--- config.mk ---
export PLATFORM = sky130hd
export DESIGN_NAME = operand_capture_fsm
export DESIGN_NICKNAME = d
export VERILOG_FILES = /design/src/rtl/operand_capture_pkg.sv /design/src/rtl/operand_capture_fsm_btn_debounce.sv /design/src/rtl/operand_capture_fsm.sv
export SDC_FILE = /design/constraint.sdc
export NUM_CORES = 1
export LEC_CHECK = 0
export ABC_AREA = 0
export CORE_AREA = 5 5 63 65
export DETAILED_ROUTE_END_ITERATION = 8
export DIE_AREA = 0 0 68 70
export PLACE_DENSITY = 0.41
export SYNTH_ARGS = -nofsm -noshare
export SYNTH_HDL_FRONTEND = slang
export SYNTH_HIERARCHICAL = 1
export SYNTH_SLANG_ARGS = --single-unit
--- constraint.sdc ---
create_clock -name clk -period 2.8 [get_ports clk]
set_input_delay 0.28 -clock clk [delete_from_list [all_inputs] [get_ports clk]]
set_output_delay 0.28 -clock clk [all_outputs]
set_load 0.1 [all_outputs]
--- src/rtl/operand_capture_pkg.sv ---
// Shared types for the operand capture stage.
//   STATE_W : width of the encoded FSM state (drives the board LEDs)
//   state_t : WAIT_A / WAIT_B / SHOW with fixed encodings; 2'd3 is unused
package operand_capture_pkg;
   localparam int STATE_W = 2;

   typedef enum logic [STATE_W-1:0] {
      WAIT_A = 2'd0,
      WAIT_B = 2'd1,
      SHOW   = 2'd2
   } state_t;
endpackage

--- src/rtl/operand_capture_fsm_btn_debounce.sv ---
// Push-button conditioner: 2-flop synchronizer, stability counter and
// a one-cycle pulse on every accepted 0->1 transition.
//   clk     : system clock, rising edge
//   rst_n   : asynchronous active-low reset
//   btn_raw : raw, bouncy, asynchronous button (active high)
//   press   : registered 1-cycle pulse per accepted press
// A raw rise held steady produces press DEBOUNCE_CYCLES+2 cycles later.
module btn_debounce #(
   parameter int DEBOUNCE_CYCLES = 16
) (
   input  logic clk,
   input  logic rst_n,
   input  logic btn_raw,
   output logic press
);
   localparam int            CW      = $clog2(DEBOUNCE_CYCLES);
   localparam logic [CW-1:0] CNT_MAX = CW'(DEBOUNCE_CYCLES - 1);

   logic          r_sync1;
   logic          r_sync2;
   logic          r_level;
   logic [CW-1:0] r_cnt;
   logic          r_press;

   // The counter measures how long the synced button has disagreed with the
   // accepted level; any cycle of agreement (a bounce back) restarts it.
   always_ff @(posedge clk or negedge rst_n) begin
      if (!rst_n) begin
         r_sync1 <= 1'b0;
         r_sync2 <= 1'b0;
         r_level <= 1'b0;
         r_cnt   <= '0;
         r_press <= 1'b0;
      end else begin
         r_sync1 <= btn_raw;
         r_sync2 <= r_sync1;
         r_press <= 1'b0;
         if (r_sync2 == r_level) begin
            r_cnt <= '0;
         end else if (r_cnt == CNT_MAX) begin
            r_cnt   <= '0;
            r_level <= r_sync2;
            r_press <= r_sync2;   // pulse only on release->pressed
         end else begin
            r_cnt <= r_cnt + 1'b1;
         end
      end
   end

   assign press = r_press;
endmodule

--- src/rtl/operand_capture_fsm.sv ---
// Operand entry for the 3-bit magnitude comparator: press 1 loads A from the
// switches, press 2 loads B and raises vals_valid, press 3 returns to A entry.
//   clk, rst_n   : clock / asynchronous active-low reset
//   sw           : raw switches (asynchronous), synchronized before use
//   btn_load     : raw load button, debounced in btn_debounce
//   valA, valB   : captured operands, held until overwritten
//   vals_valid   : 1 while in SHOW
//   state_o      : encoded FSM state
// Optional macro OPERAND_CAPTURE_TIMEOUT_EN: leave SHOW after TIMEOUT_CYCLES
// cycles without a press.
module operand_capture_fsm
   import operand_capture_pkg::*;
#(
   parameter int WIDTH           = 3,
   parameter int DEBOUNCE_CYCLES = 16,
   parameter int TIMEOUT_CYCLES  = 1024
) (
   input  logic               clk,
   input  logic               rst_n,
   input  logic [WIDTH-1:0]   sw,
   input  logic               btn_load,
   output logic [WIDTH-1:0]   valA,
   output logic [WIDTH-1:0]   valB,
   output logic               vals_valid,
   output logic [STATE_W-1:0] state_o
);
   logic [WIDTH-1:0] r_sw1;
   logic [WIDTH-1:0] r_sw2;
   logic [WIDTH-1:0] r_valA;
   logic [WIDTH-1:0] r_valB;
   logic             r_valid;
   state_t           r_state;
   state_t           w_next;
   logic             w_press;
   logic             w_capA;
   logic             w_capB;
   logic             w_timeout;

   btn_debounce #(.DEBOUNCE_CYCLES(DEBOUNCE_CYCLES)) u_deb (
      .clk     (clk),
      .rst_n   (rst_n),
      .btn_raw (btn_load),
      .press   (w_press)
   );

`ifdef OPERAND_CAPTURE_TIMEOUT_EN
   localparam int            DW     = (TIMEOUT_CYCLES > 2) ? $clog2(TIMEOUT_CYCLES) : 1;
   localparam logic [DW-1:0] DW_MAX = DW'(TIMEOUT_CYCLES - 1);
   logic [DW-1:0] r_dwell;

   // Zero on the SHOW entry edge (state was WAIT_B), then counts SHOW cycles.
   always_ff @(posedge clk or negedge rst_n) begin
      if (!rst_n)              r_dwell <= '0;
      else if (r_state != SHOW) r_dwell <= '0;
      else                     r_dwell <= r_dwell + 1'b1;
   end

   assign w_timeout = (r_state == SHOW) && (r_dwell == DW_MAX);
`else
   // Parameter kept so both builds share one interface.
   if (TIMEOUT_CYCLES < 1) begin : g_timeout_unused
   end
   assign w_timeout = 1'b0;
`endif

   always_comb begin
      w_next = r_state;
      w_capA = 1'b0;
      w_capB = 1'b0;
      case (r_state)
         WAIT_A: if (w_press) begin w_next = WAIT_B; w_capA = 1'b1; end
         WAIT_B: if (w_press) begin w_next = SHOW;   w_capB = 1'b1; end
         SHOW:   if (w_press || w_timeout) w_next = WAIT_A;
         default: w_next = WAIT_A;
      endcase
   end

   always_ff @(posedge clk or negedge rst_n) begin
      if (!rst_n) begin
         r_sw1   <= '0;
         r_sw2   <= '0;
         r_state <= WAIT_A;
         r_valid <= 1'b0;
         r_valA  <= '0;
         r_valB  <= '0;
      end else begin
         r_sw1   <= sw;
         r_sw2   <= r_sw1;
         r_state <= w_next;
         r_valid <= (w_next == SHOW);   // tracks r_state on the same edge
         if (w_capA) r_valA <= r_sw2;
         if (w_capB) r_valB <= r_sw2;
      end
   end

   assign valA       = r_valA;
   assign valB       = r_valB;
   assign vals_valid = r_valid;
   assign state_o    = r_state;
endmodule

# Yosys cells after proc, flatten, opt, wreduce, memory -nomap -nowiden
# Cells that the tools add are included.
totals:
  word_cells: 31
  inputBits: 6
  register_bits: 23
classes:
  add_sub_neg: 1
  eq_ne: 5
  n_reduce_logical: 2
  bitwise_logic: 1
  muxes: 11
op_table:
  columns: ["operator", "count"]
  rows:
  - ["two-way mux 4 bit", 2]
  - ["two-way mux 2 bit", 3]
  - ["case mux 2 bit (3 select lines)", 1]
  - ["two-way mux 1 bit", 5]
  - ["adder 4 x 1 -> 4 bit (second input constant)", 1]
  - ["equality test 2 bit (second input constant)", 2]
  - ["equality test 4 bit (second input constant)", 1]
  - ["equality test 2 x 1 -> 1 bit (second input constant)", 1]
  - ["logical NOT 2 bit", 1]
  - ["AND reduction 2 bit", 1]
  - ["equality test 1 bit", 1]
  - ["NOT 1 bit", 1]

# Longest topological paths before layout
# Gate-level depths: netlist (run 1).
logic_depth:
  depth_word: 3
  ltp_mapped: 3

# Cells and area by module
# Netlist (run 1), hierarchy kept.
modules_own_cells:
  columns: ["mod", "cells_per_inst", "area_each_um2", "seq_area_each_um2", "n_inst"]
  rows:
  - ["operand_capture_fsm", 28, 491.7, 375.4, 1]
  - ["btn_debounce", 20, 302.8, 200.2, 1]

# Worst setup path after synthesis (run 1)
# Ideal clock, no wire load.
synth_timing:
  kind: "register to register"
  startpoint: "register r_state[0], in the netlist state_o[0]"
  endpoint: "register r_valB[0], in the netlist valB[0]"
  path_buffers: 0
  arrival_ns: 1.580
  setup_ns: 0.126
  path_stages_with_launch: 3
  setup_slack_ns: 1.094
  path_cell_list: "dfrtp_1 nand3b_1 mux2_2"
synth_via:
  elab_chain_cells: 2
synth_rtl:
  columns: ["item", "line", "rtl"]
  rows:
  - ["start: declaration", "operand_capture_fsm.sv:32", "state_t r_state;"]
  - ["start signal: assignment", "operand_capture_fsm.sv:89", "r_state <= w_next;"]
  - ["equality test 2 x 1 -> 1 bit", "operand_capture_fsm.sv:70", "case (r_state)"]
  - ["two-way mux 1 bit", "operand_capture_fsm.sv:70", null]
  - ["end signal: assignment", "operand_capture_fsm.sv:92", "if (w_capB) r_valB <= r_sw2;"]
  - ["end: declaration", "operand_capture_fsm.sv:30", "logic [WIDTH-1:0] r_valB;"]
# Every way passes these cells.
# A chain may end at the register's enable or synchronous reset.

# Worst setup path after layout (run 1)
layout_timing:
  startpoint: "register r_state[0], in the netlist state_o[0]"
  endpoint: "output port state_o[0]"
layout_rtl:
  columns: ["item", "line", "rtl"]
  rows:
  - ["end: declaration", "operand_capture_fsm.sv:25", "output logic [STATE_W-1:0] state_o"]
# No word-level cell between the ends.

==> summary.json, run 1 <==
{
  "grt_pass1_wl_um": 2160,
  "cap_viol_max_count": 0,
  "grt_util_all_layers_pct": 6.00,
  "grt_pass1_vias": 454,
  "fin_crit_sh_pct": 49.6,
  "path_clk_slew_ns": 0.13,
  "vdd_drop_max_mv": 0.218,
  "groute.layer.met1.usage_pct": 7.78,
  "worst_ep_arrival_time_ns": 1.11,
  "fin_tns_setup_ns": 0,
  "die_width_um": 68,
  "synth_enable_flop_cells": 0,
  "port_buffers": 14,
  "area.growth.synth_to_final_pct": 26.5,
  "core_area_um2": 3280,
  "hpwl_um": 903,
  "grt_remaining_overflow": 0,
  "mappedNetlistNets": 55,
  "synth_ff_type": "sky130_fd_sc_hd__dfrtp_1",
  "initial_util_pct": 24.2,
  "cp-start-kind": "register",
  "die_height_um": 70,
  "post-cts-setup-buffers": 0,
  "worst_clock_skew_ns": 0.0136,
  "drt.antenna.violating_nets": 0,
  "path_cells": "buf_4",
  "ys_top_cells_by_area": "sky130_fd_sc_hd__dfrtp_1 (72%), sky130_fd_sc_hd__mux2_2 (8.5%), sky130_fd_sc_hd__xnor2_1 (3.3%), sky130_fd_sc_hd__mux2_4 (1.9%), sky130_fd_sc_hd__nor3b_1 (1.9%)",
  "cts_hold_buf": 0,
  "finalWorstPathRequiredPeriod_ns": 1.39,
  "fin_nets": 75,
  "worstSetupPathType": "reg -> out",
  "synth_largest_area_cell": "sky130_fd_sc_hd__dfrtp_1",
  "cellLeakagePower_uw": 0.000483,
  "share_of_the_core_filled_with_cells_in_the_final_layout_pct": 30.6,
  "cts-htree-levels": 1,
  "root_buffer_cell": "sky130_fd_sc_hd__clkbuf_4",
  "synth.cell_area_um2": 795,
  "fin_cells": 113,
  "io_count": 15,
  "grt_antenna_before_repair": 0,
  "critical_path_buf_inv_count": 1,
  "classification_of_the_worst_slack_hold_path": "in -> async",
  "run_status": "finished clean",
  "powerDensity_nw_per_um2": 519,
  "yosysWarnings": 6,
  "ys_top_cells_by_count": "sky130_fd_sc_hd__dfrtp_1 (23), sky130_fd_sc_hd__mux2_2 (6), sky130_fd_sc_hd__xnor2_1 (3)",
  "worst_path_largest_cell_delay_ns": 0.47,
  "post_cts.resized_instances": 0,
  "tritoncts.num_buffers": 3,
  "largest_net_degree_at_the_start_of_global_routing": 24,
  "yosysMostFrequentCell": "sky130_fd_sc_hd__dfrtp_1",
  "busiest_layer_in_global_routing": "met2",
  "synthDistinctLibCells": 16,
  "rr_worst_depth": 2,
  "maximum_fanout_encountered_on_the_critical_timing_path": 6,
  "drt_pre_antenna_iters": 2,
  "netlist_instances": 48,
  "insertedDiodeCount": 0,
  "routed_via_density": 3.82,
  "required_ns": 2.52,
  "critical_path_depth": 1,
  "setup_viols_final": 0,
  "synth_top_cell_area_share_pct": 72.4,
  "clock-sinks": 23,
  "crit_family": "flip-flops",
  "cts.path.max_buffers": 2,
  "worstSkewPairLatency_ns": 0.31,
  "ys_async_sr_fraction_pct": 100,
  "placed_cell_count": 109,
  "routed_wirelength_um": 1250,
  "groute.layer.met3.usage_pct": 3.04,
  "timing_hold_violations_final": 0,
  "cts_tree": "yes",
  "avgRoutedWirePerCell_um": 11.1,
  "fillerInstances": 346,
  "grt_setup_unrepaired": "false",
  "place_congestion": 0.678,
  "timing.fmax_mhz": 719,
  "via_count_of_the_routed_design": 432,
  "layout_cells_sized_above_1_pct": 34.3,
  "die_area_um2": 4760,
  "fp-row-count": 21,
  "dr.first_iter.drc_count": 12,
  "syn_area_per_cell_um2": 16.6,
  "drc_errors": 0,
  "slowest_stage": "sky130_fd_sc_hd__dfrtp_1",
  "synth_seq_cells": 23,
  "slew_headroom_pct": 76.4,
  "ys_seq_area_share_pct": 72.4,
  "total_power_uw": 521,
  "holdWs_ns": 0.301,
  "report.final.slew_viol_count": 0,
  "grt_use_met2_pct": 8.24,
  "worst-slew-pin-transition_ns": 0.351,
  "timing.critical_path.to_type": "output port"
}
[through the flow]
stage / setup slack [ns] / area, µm²
2_1_floorplan: 1.09 / 795
4_1_cts: 1.39 / 1000
3_3_place_gp: 1.59 / 977
3_5_place_dp: 1.55 / 977
5_1_grt: 1.33 / 1000
6_report: 1.41 / 1000
[path summary, 6_finish.rpt]
path | slack (ns) | startpoint | endpoint
setup / recovery | 1.41 | state_o[0] | state_o[0]
hold / removal | 0.30 | rst_n | r_sw1[2]
setup reg to reg | 1.56 | state_o[0] | valA[2]
hold reg to reg | 0.37 | r_sw1[1] | r_sw2[1]
max in group asynchronous | 2.27 | rst_n | r_sw2[2]
min in group clk | 0.37 | r_sw1[1] | r_sw2[1]
[routing by layer]
layer / up-vias / share of wire, %
met5: - / 0
met4: 0 / 1.0
met3: 2 / 8.3
met2: 9 / 45
met1: 217 / 45
li1: 204 / -
[kinds of logic after synthesis]
| kind of cell | after synthesis | share of synthesized area, % |
|---|---|---|
| DFF | 23 | 72.4 |
| AOI/OAI and AO/OA | 5 | 4.10 |
| muxes | 7 | 10.4 |
| xor gates and xnor gates | 3 | 3.31 |
| adders and majority gates | 1 | 1.57 |
| and+or+nand+nor | 9 | 8.19 |
[cells in the final DEF, fill, tap and decap left out]
master / instances
sky130_fd_sc_hd__nor2b_1: 1
sky130_fd_sc_hd__nor3b_1: 2
sky130_fd_sc_hd__clkinv_2: 1
sky130_fd_sc_hd__mux2_2: 6
sky130_fd_sc_hd__a21o_1: 1
sky130_fd_sc_hd__buf_4: 10
sky130_fd_sc_hd__a311oi_1: 1
sky130_fd_sc_hd__dfrtp_1: 23
sky130_fd_sc_hd__clkbuf_4: 3
sky130_fd_sc_hd__mux2_4: 1
sky130_fd_sc_hd__nor3b_2: 1
sky130_fd_sc_hd__nor2_1: 2
sky130_fd_sc_hd__nand2b_1: 1
sky130_fd_sc_hd__ha_1: 1
sky130_fd_sc_hd__a31oi_1: 1
sky130_fd_sc_hd__nand3b_1: 1
sky130_fd_sc_hd__xnor2_1: 3
sky130_fd_sc_hd__o21ai_0: 2
sky130_fd_sc_hd__nand3_2: 1
sky130_fd_sc_hd__clkdlybuf4s50_1: 5
[sequential cells by signal, indices dropped and copies added (netlist names)]
name / count
valB: 3
vals_valid: 1
state_o: 2
valA: 3
r_sw1: 3
u_deb/r_cnt: 4
u_deb/r_sync2: 1
u_deb/r_level: 1
u_deb/r_sync1: 1
u_deb/press: 1
r_sw2: 3
[power by group]
group	total [µW]	switching [µW]	internal, µW
Combinational	22.9	10.8	12.1
Sequential	347	5.77	341
Clock	151	97.9	53.2
[area by class of cell]
cell class	instances	area (µm²)	area share [%]
well taps	46	57.6	5.73
clock inverters	1	5.00	0.498
multi-input cells	25	219	21.8
clock buffers	3	22.5	2.24
repair buffers	15	125	12.5
flip-flops and latches	23	576	57.3
Power figures use the tool's default switching activity.
==> run 2, diff against run 1 <==
--- a/config.mk
+++ b/config.mk
@@ -9,7 +9,7 @@
 export CORE_AREA = 5 5 63 65
 export DETAILED_ROUTE_END_ITERATION = 8
 export DIE_AREA = 0 0 68 70
-export PLACE_DENSITY = 0.41
+export PLACE_DENSITY = 0.43
 export SYNTH_ARGS = -nofsm -noshare
 export SYNTH_HDL_FRONTEND = slang
 export SYNTH_HIERARCHICAL = 1
==> constraint.sdc (replaced) <==
create_clock -name clk -period 1.12 [get_ports clk]
set_input_delay 0.112 -clock clk [delete_from_list [all_inputs] [get_ports clk]]
set_output_delay 0.112 -clock clk [all_outputs]
set_load 0.1 [all_outputs]
==> run 2 against run 1 <==
The flow now finishes with violations (setup timing). Largest power group unchanged. Sequential power rose to 2.5 times the previous value. Core utilization up 7.2 points. Critical path depth rose by 1. Non-clock buffer count increased by 6. Global-route usage up 0.28 points. Clock power is 150% higher. Critical path type is now reg -> reg. Routed wire length increased by 3.6%. Count of clock-buffer cells in the layout increased by 1.
==> summary.json, run 2 (synthesis results as in run 1) <==
{
  "most-common-layout-cells": "sky130_fd_sc_hd__dfrtp_1 (21), sky130_fd_sc_hd__buf_12 (10), sky130_fd_sc_hd__mux2_2 (5), sky130_fd_sc_hd__clkdlybuf4s50_1 (5), sky130_fd_sc_hd__buf_4 (4)",
  "total_power": {"value": 1330, "unit": "µW", "change": "+150%"},
  "die_width": {"value": 68, "unit": "µm", "change": "unchanged"},
  "grt_antenna_before_repair": {"value": 0, "change": "unchanged"},
  "fp-row-count": {"value": 21, "change": "unchanged"},
  "routed_wirelength": {"value": 1300, "unit": "µm", "change": "+3.6%"},
  "die_height": {"value": 70, "unit": "µm", "change": "unchanged"},
  "die_area": {"value": 4760, "unit": "µm²", "change": "unchanged"},
  "worstSetupPathType": "reg -> reg",
  "core_area": {"value": 3280, "unit": "µm²", "change": "unchanged"},
  "classification_of_the_worst_slack_hold_path": "in -> async",
  "share_of_the_core_filled_with_cells_in_the_final_layout": {"value": 37.8, "unit": "%", "change": "+7.2 points"},
  "worst_clock_skew": {"value": 0.00599, "unit": "ns", "change": "-0.00763 ns"},
  "finalWorstPathRequiredPeriod_ns": 1.26,
  "cts_tree": "yes",
  "initial_util": {"value": 24.2, "unit": "%", "change": "unchanged"},
  "cap_viol_max_count": {"value": 0, "change": "unchanged"},
  "timing_hold_violations_final": {"value": 0, "change": "unchanged"},
  "report.final.slew_viol_count": {"value": 0, "change": "unchanged"},
  "grt_pass1_vias": {"value": 487, "change": "+7.3%"},
  "insertedDiodeCount": {"value": 0, "change": "unchanged"},
  "routed_via_density": {"value": 3.97, "change": "+4.0%"},
  "worst_path_largest_cell_delay": {"value": 0.51, "unit": "ns", "change": "+0.04 ns"},
  "run_status": "complete, but fails checks",
  "crit_path_start": "state_o[1]",
  "powerDensity": {"value": 1070, "unit": "nW/µm²", "change": "+110%"},
  "cts-htree-levels": {"value": 1, "change": "unchanged"},
  "place_congestion": {"value": 0.703, "change": "+3.8%"},
  "grt_pass1_wl": {"value": 2260, "unit": "µm", "change": "+4.5%"},
  "slowest_stage": "sky130_fd_sc_hd__dfrtp_4",
  "critical_path_buf_inv_count": {"value": 0, "change": "-1"},
  "worst-slew-pin-transition": {"value": 0.291, "unit": "ns", "change": "-0.0595 ns"},
  "area.growth.synth_to_final_pct": 56.4,
  "grt_remaining_overflow": {"value": 0, "change": "unchanged"},
  "via_count_of_the_routed_design": {"value": 473, "change": "+9.5%"},
  "hpwl": {"value": 942, "unit": "µm", "change": "+4.3%"},
  "fin_crit_sh_pct": 112,
  "top_register_by_number_of_flip_flops": "u_deb/r_cnt",
  "io_count": {"value": 15, "change": "unchanged"},
  "rr_startpoint": "state_o[1]",
  "timing.critical_path.to_type": "register",
  "clock-sinks": {"value": 23, "change": "unchanged"},
  "drt_pre_antenna_iters": {"value": 4, "change": "+2"},
  "largest_register_ffs": {"value": 4, "change": "unchanged"},
  "root_buffer_cell": "sky130_fd_sc_hd__clkbuf_4",
  "holdWs": {"value": 0.126, "unit": "ns", "change": "-0.174 ns"},
  "path_clk_slew": {"value": 0.12, "unit": "ns", "change": "about the same"},
  "cts.path.max_buffers": {"value": 2, "change": "unchanged"},
  "cp-start-kind": "register",
  "path_cells": "nor3b_4, mux2_2",
  "final.setup.worst_slack": {"value": -0.139, "unit": "ns", "change": "-1.55 ns"},
  "grt_setup_unrepaired": "true",
  "grt_util_all_layers": {"value": 6.29, "unit": "%", "change": "+0.28 points"},
  "vdd_drop_max": {"value": 0.905, "unit": "mV", "change": "+320%"},
  "largest_net_degree_at_the_start_of_global_routing": {"value": 24, "change": "unchanged"},
  "failed_checks": "setup timing",
  "setup_viols_final": {"value": 8, "change": "+8"},
  "drt.antenna.violating_nets": {"value": 0, "change": "unchanged"},
  "drc_errors": {"value": 0, "change": "unchanged"},
  "fillerInstances": {"value": 320, "change": "-7.5%"},
  "fin_nets": {"value": 81, "change": "+8.0%"},
  "multi_input_comb_area": {"value": 273, "unit": "µm²", "change": "+25%"},
  "slew_headroom": {"value": 80.5, "unit": "%", "change": "+4.0 points"},
  "critical_path.endpoint": "valA[2]",
  "layout_cells_sized_above_1": {"value": 47.9, "unit": "%", "change": "+14 points"},
  "port_buffers": {"value": 14, "change": "unchanged"},
  "layout_commonest_cell": "sky130_fd_sc_hd__dfrtp_1",
  "timing.reg2reg.setup_slack": {"value": -0.14, "unit": "ns", "change": "-1.70 ns"},
  "r2r_end": "valA[2]",
  "critical_path_depth": {"value": 2, "change": "+1"},
  "required": {"value": 1.32, "unit": "ns", "change": "-1.20 ns"},
  "crit_family": "flip-flops",
  "rr_worst_depth": {"value": 2, "change": "unchanged"},
  "cellLeakagePower": {"value": 0.000547, "unit": "µW", "change": "+13%"},
  "tritoncts.num_buffers": {"value": 3, "change": "unchanged"},
  "worst_ep_arrival_time": {"value": 1.46, "unit": "ns", "change": "+0.35 ns"},
  "timing.fmax_mhz": 794,
  "maximum_fanout_encountered_on_the_critical_timing_path": {"value": 3, "change": "-3"},
  "dr.first_iter.drc_count": {"value": 9, "change": "-3"},
  "final-seq-area": {"value": 583, "unit": "µm²", "change": "+1.3%"},
  "worstSkewPairLatency": {"value": 0.30, "unit": "ns", "change": "about the same"},
  "avgRoutedWirePerCell": {"value": 10.9, "unit": "µm", "change": "-1.6%"}
}
==> run 2: per-layer routing <==
| layer | track usage [%] | part of all wire [%] | vias to the layer above |
|---|---|---|---|
| met5 | 0 | 0 | - |
| met4 | 1.32 | 0 | 0 |
| met3 | 3.53 | 5.0 | 0 |
| met2 | 9.53 | 50 | 10 |
| met1 | 7.75 | 45 | 242 |
| li1 | - | - | 221 |
==> run 2: final cells by class <==
class | count | area share, %
well taps | 46 | 4.63
flip-flops and latches | 23 | 46.9
multi-input cells | 25 | 22.0
clock buffers | 4 | 2.11
repair buffers | 21 | 24.4
==> run 2: how the worst min path moves through the flow <==
stage                      to  startpoint  slack, ns  cells past startpoint
2_1_floorplan        r_sw1[0]       rst_n      -0.18                      0
3_3_place_gp         r_sw2[2]    r_sw1[2]       0.33                      0
3_5_place_dp         r_sw2[0]    r_sw1[0]       0.33                      0
4_1_cts        u_deb/r_cnt[3]       rst_n       0.13                      2
5_1_grt        u_deb/r_cnt[3]       rst_n       0.13                      2
6_report       u_deb/r_cnt[0]       rst_n       0.13                      2
==> run 2: power by group <==
| group | internal, µW | switching [µW] | leakage [µW] | total [µW] |
|---|---|---|---|---|
| sequential | 853 | 18.4 | 0.000296 | 872 |
| clock | 139 | 239 | 0.0000150 | 377 |
| combinational | 46.7 | 33.1 | 0.000236 | 79.8 |
==> run 2: timing repair <==
action                                 4_1_cts  5_1_grt
pin swaps                                    2        1
setup endpoints to repair                   10       12
endpoints found under the hold margin        0        0
gates cloned                                 0        0
buffers inserted                             0        2
gates resized for setup                      2        7
hold buffers                                 0        0
==> run 2: stage by stage <==
| step | std cells | TNS [ns] | area [µm²] | worst slack [ns] |
|---|---|---|---|---|
| after floorplan | 48 | -1.30 | 811 | -0.233 |
| after global placement | 113 | -0.559 | 1150 | -0.137 |
| after detailed placement | 113 | -0.619 | 1150 | -0.133 |
| after CTS | 117 | -1.03 | 1190 | -0.156 |
| after global routing | 119 | -1.38 | 1240 | -0.185 |
| final | 119 | -1.00 | 1240 | -0.139 |
